**src/rtl/register_file_vectorial.sv**
```systemverilog
// Vector register file: NUM_VECTORES registers of VECTOR_SIZE lanes x WIDTH bits,
// two combinational read ports and one synchronous write port, no write-to-read bypass.
module register_file_vectorial #(
  parameter  int WIDTH        = 16,
  parameter  int VECTOR_SIZE  = 16,
  parameter  int NUM_VECTORES = 8,
  localparam int IDX_W        = $clog2(NUM_VECTORES)
) (
  input  logic             clk,
  input  logic             rst_n,
  input  logic             we3,
  input  logic [IDX_W-1:0] v1,
  input  logic [IDX_W-1:0] v2,
  input  logic [IDX_W-1:0] v3,
  input  logic [WIDTH-1:0] wd3 [VECTOR_SIZE-1:0],
  output logic [WIDTH-1:0] vd1 [VECTOR_SIZE-1:0],
  output logic [WIDTH-1:0] vd2 [VECTOR_SIZE-1:0]
);

  localparam logic [IDX_W:0] NUM_VEC_L = NUM_VECTORES[IDX_W:0];

  logic [WIDTH-1:0] regs_q [NUM_VECTORES-1:0][VECTOR_SIZE-1:0];
  logic [WIDTH-1:0] regs_d [NUM_VECTORES-1:0][VECTOR_SIZE-1:0];

  logic v1_ok, v2_ok, v3_ok;

  // Index range checks only matter for non-power-of-two register counts.
  assign v1_ok = ({1'b0, v1} < NUM_VEC_L);
  assign v2_ok = ({1'b0, v2} < NUM_VEC_L);
  assign v3_ok = ({1'b0, v3} < NUM_VEC_L);

  always_comb begin
    regs_d = regs_q;
    if (we3 && v3_ok) begin
      for (int l = 0; l < VECTOR_SIZE; l++) begin
        regs_d[v3][l] = wd3[l];
      end
    end
  end

  always_ff @(posedge clk) begin
    if (!rst_n) begin
      for (int r = 0; r < NUM_VECTORES; r++) begin
        for (int l = 0; l < VECTOR_SIZE; l++) begin
          regs_q[r][l] <= '0;
        end
      end
    end else begin
      regs_q <= regs_d;
    end
  end

  always_comb begin
    for (int l = 0; l < VECTOR_SIZE; l++) begin
      vd1[l] = '0;
      vd2[l] = '0;
    end
    if (v1_ok) begin
      for (int l = 0; l < VECTOR_SIZE; l++) begin
        vd1[l] = regs_q[v1][l];
      end
    end
    if (v2_ok) begin
      for (int l = 0; l < VECTOR_SIZE; l++) begin
        vd2[l] = regs_q[v2][l];
      end
    end
  end

endmodule

```
**config.mk**
```make
export PLATFORM = sky130hd
export DESIGN_NAME = register_file_vectorial
export DESIGN_NICKNAME = d
export VERILOG_FILES = /design/src/rtl/register_file_vectorial.sv
export SDC_FILE = /design/constraint.sdc
export NUM_CORES = 2
export LEC_CHECK = 0
export CORE_MARGIN = 8
export CORE_UTILIZATION = 43
export CTS_CLUSTER_SIZE = 25
export DETAILED_ROUTE_END_ITERATION = 8
export PLACE_DENSITY_LB_ADDON = 0.12
export SLEW_MARGIN = 5
export SYNTH_ARGS = -nofsm -noshare
export SYNTH_HDL_FRONTEND = slang
export SYNTH_SLANG_ARGS = --single-unit
```
**constraint.sdc**
```tcl
create_clock -name clk -period 2 [get_ports clk]
set_input_delay 0.4 -clock clk [delete_from_list [all_inputs] [get_ports clk]]
set_output_delay 0.4 -clock clk [all_outputs]
set_load 0.01 [all_outputs]
```
==> impl_metrics.env <==
export IMPL_status="complete, but fails checks"
export IMPL_failed_checks="setup timing"
export IMPL_die_w_um=515
export IMPL_largest_reg_flops=2048
export IMPL_synthArstFlopShare=0
export IMPL_crit_path_end_kind="output pin"
export IMPL_synth_top_area_share=0.383
export IMPL_finalNonFillerCells=15100
export IMPL_finalWorstSetupSlack_ps=-615
export IMPL_area_delta_synth_final_pct=25.7
export IMPL_cts_tree="yes"
export IMPL_crit_arrival_ps=2210
export IMPL_max_freq_mhz=382
export IMPL_drc=0
export IMPL_criticalPathCategory="reg -> out"
export IMPL_synth_edff_count=0
export IMPL_ys_seq_area_frac=0.383
export IMPL_crit_chain="buf_6 > mux4_2 > mux2_4 > buf_6"
export IMPL_wl_um=393000
export IMPL_intPower_mw=73.1
export IMPL_netlist_area_um2=107000
export IMPL_slowest_delay_ps=480
export IMPL_biggestRegsByFlops="regs_q (2048)"
export IMPL_fin_worst_skew_ps=0
export IMPL_place_area_um2=123000
export IMPL_period_share=1.31
export IMPL_cts_max_level=4
export IMPL_portBuffers=779
export IMPL_cap_viol_max_count=0
export IMPL_fin_tns_setup_ps=-262250
export IMPL_pwr_share_seq=0.433
export IMPL_synth_area_leader_cell="dfxtp_1"
export IMPL_grt_overflow_total=0
export IMPL_avgSynthCellArea_um2=9.76
export IMPL_clkPwrFrac=0.450
export IMPL_setup_violations=512
export IMPL_grt_pass1_wl_um=582000
export IMPL_clockRootBuffer="clkbuf_16"
export IMPL_grt_total_usage=0.285
export IMPL_synthTopCellsByArea="dfxtp_1 38%, mux4_2 22%, nand2_1 14%"
export IMPL_slew_headroom=0.600
export IMPL_hpwl_um=262000
export IMPL_grt_pass1_vias=88000
export IMPL_die_height_um=515
export IMPL_hold_violations=0
export IMPL_hold_path_class="in -> reg"
export IMPL_ant_nets=0
export IMPL_switching_share=0.252
export IMPL_clock_latency_ps=870
export IMPL_comb_power_share=0.118
export IMPL_initial_utilization=0.432
export IMPL_fin_area_um2=135000
export IMPL_drive_above_1_share=0.326
export IMPL_gp_congestion=0.843
export IMPL_dr_pass1_iters=6
export IMPL_ys_ff_latch=2048
export IMPL_ys_flop_type="dfxtp_1"
export IMPL_synth_nets=11200
export IMPL_antenna_found_initial=59
export IMPL_drt_iter0_drc=8318
export IMPL_max_flop_register="regs_q"
export IMPL_dr_total_vias=88500
export IMPL_hold_ws_ps=265
export IMPL_total_leakage_power_nw=48.5
export IMPL_numCtsBuffers=228
export IMPL_ios=780
export IMPL_vdd_drop_max_mv=0.778
export IMPL_yosysUniqueCellTypes=20
export IMPL_core_region_area_um2=248000
export IMPL_nNetsFinal=11800
export IMPL_rsz0062_at_grt="true"
export IMPL_p_per_area_nw_per_um2=726
export IMPL_cp_common_cell="buf_6"
export IMPL_max_slew_worst_pin_slew_ps=600
export IMPL_clock_path_buffers=3
export IMPL_min_period_ps=2610
export IMPL_fillCellCount=21600
export IMPL_ys_warn_count=0
export IMPL_die_area_um2=265000
export IMPL_cp_start_kind="flip-flop"
export IMPL_crit_slowest_cell="mux4_2"
export IMPL_cp_required_ps=1600
export IMPL_vias_per_cell=5.86
export IMPL_final_core_util=0.543
export IMPL_worstPathMaxFanout=2
export IMPL_p_switching_mw=24.7
export IMPL_maxSlewViolCount=0
export IMPL_syn_inst=11000
export IMPL_clk_pin_slew_ps=60
export IMPL_placed_cells=14600
export IMPL_wl_per_cell_um=26.0
export IMPL_cts_sinks=2048
export IMPL_grt_max_degree=95
export IMPL_std_cell_rows=183
-- logic make-up (layout without fill, tap and decap cells) --
kind of cell | after synthesis | after routing | synth area share
compound gates | 2048 | 2048 | 0.143
buf+inv | 1231 | 1984 | 0.0598
flops | 2048 | 2048 | 0.383
mux | 1536 | 1536 | 0.269
other cells | 0 | 39 | 0
simple gates | 4112 | 4112 | 0.145
-- power by group through the flow --
stage	combinational [mW]	sequential [mW]	clock, mW
floorplan	6.67	43.0	0
global placement	11.0	43.1	0
detailed placement	11.1	43.2	0
CTS	11.5	42.3	44.6
global route	12.1	42.4	46.3
finish	11.5	42.4	44.0
-- Yosys cell counts, types with 3 or more instances --
cell,count
clkbuf_4,3
mux2_2,512
mux4_2,1024
buf_1,32
a21boi_0,369
buf_2,528
and4b_1,3
nand4b_1,3
nand2_1,4096
buf_6,85
dfxtp_1,2048
buf_4,126
clkbuf_1,457
and4bb_2,3
nand4bb_1,3
a21boi_1,1679
-- per-stage QoR --
stage | total power [mW] | worst slack (ps)
floorplan | 49.6 | -46.9
global placement | 54.1 | -939
detailed placement | 54.2 | -934
CTS | 98.4 | -686
global route | 101 | -674
finish | 97.8 | -615
-- final timing paths --
path              slack, ps            to          from  cells past startpoint
setup / recovery       -610        vd2[3]  regs_q[1283]                      4
hold / removal          260  regs_q[1492]      wd3[212]                      3
setup reg to reg       1100  regs_q[1519]  regs_q[1519]                      5
hold reg to reg         460  regs_q[1115]  regs_q[1115]                      2
-- cell usage in the layout, fill, tap and decap left out --
cell type,count
clkinv_8,3
and4b_4,3
nand2_1,4096
dfxtp_1,1438
clkbuf_8,59
buf_8,6
clkinv_16,4
inv_6,5
clkbuf_16,231
and4_4,1
clkbuf_1,53
clkinv_2,37
nand4bb_4,3
a21boi_0,369
nand4_1,1
buf_16,6
nor4b_4,1
a21boi_1,1679
and4bb_4,3
clkinv_4,1
dfxtp_2,609
nand4b_1,3
dlygate4sd3_1,1
dfxtp_4,1
or4b_4,1
diode_2,39
mux2_4,488
mux4_2,1024
bufinv_16,20
buf_6,519
clkinvlp_4,8
buf_12,373
mux2_2,24
buf_4,398
clkdlybuf4s50_1,260
-- timing repair --
item | 4_1_cts | 5_1_grt
setup buffers | 22 | 22
cloned | 0 | 1
resized for setup | 3450 | 221
setup endpoints to repair | 512 | 512
hold buffers | 1 | 0
hold endpoints to repair | 14 | 0
-- layout make-up --
type,instances,area [um^2],area share
Antenna cell,39,97.6,0.000724
Clock buffer,342,6770,0.0502
Clock inverter,78,1070,0.00792
Multi-Input combinational cell,7696,61700,0.458
Sequential cell,2048,41800,0.310
Tap cell,3330,4170,0.0309
Timing Repair Buffer,1564,19200,0.142
-- worst max-delay path, delay by kind of cell (launching register included) --
kind | cells | cell delay, ps
buffers and inverters | 2 | 250
muxes | 2 | 770
DFF | 1 | 330
-- layer usage --
metal  global-route usage  vias to the layer above  wire length, um
met5                    0                        -              215
met4                0.102                       34            14200
met3               0.0557                      689            32800
met2                0.456                     3785           182000
met1                0.384                    44900           164000
li1                     -                    39000                -
Note: power is estimated with default switching activity, not from simulation.
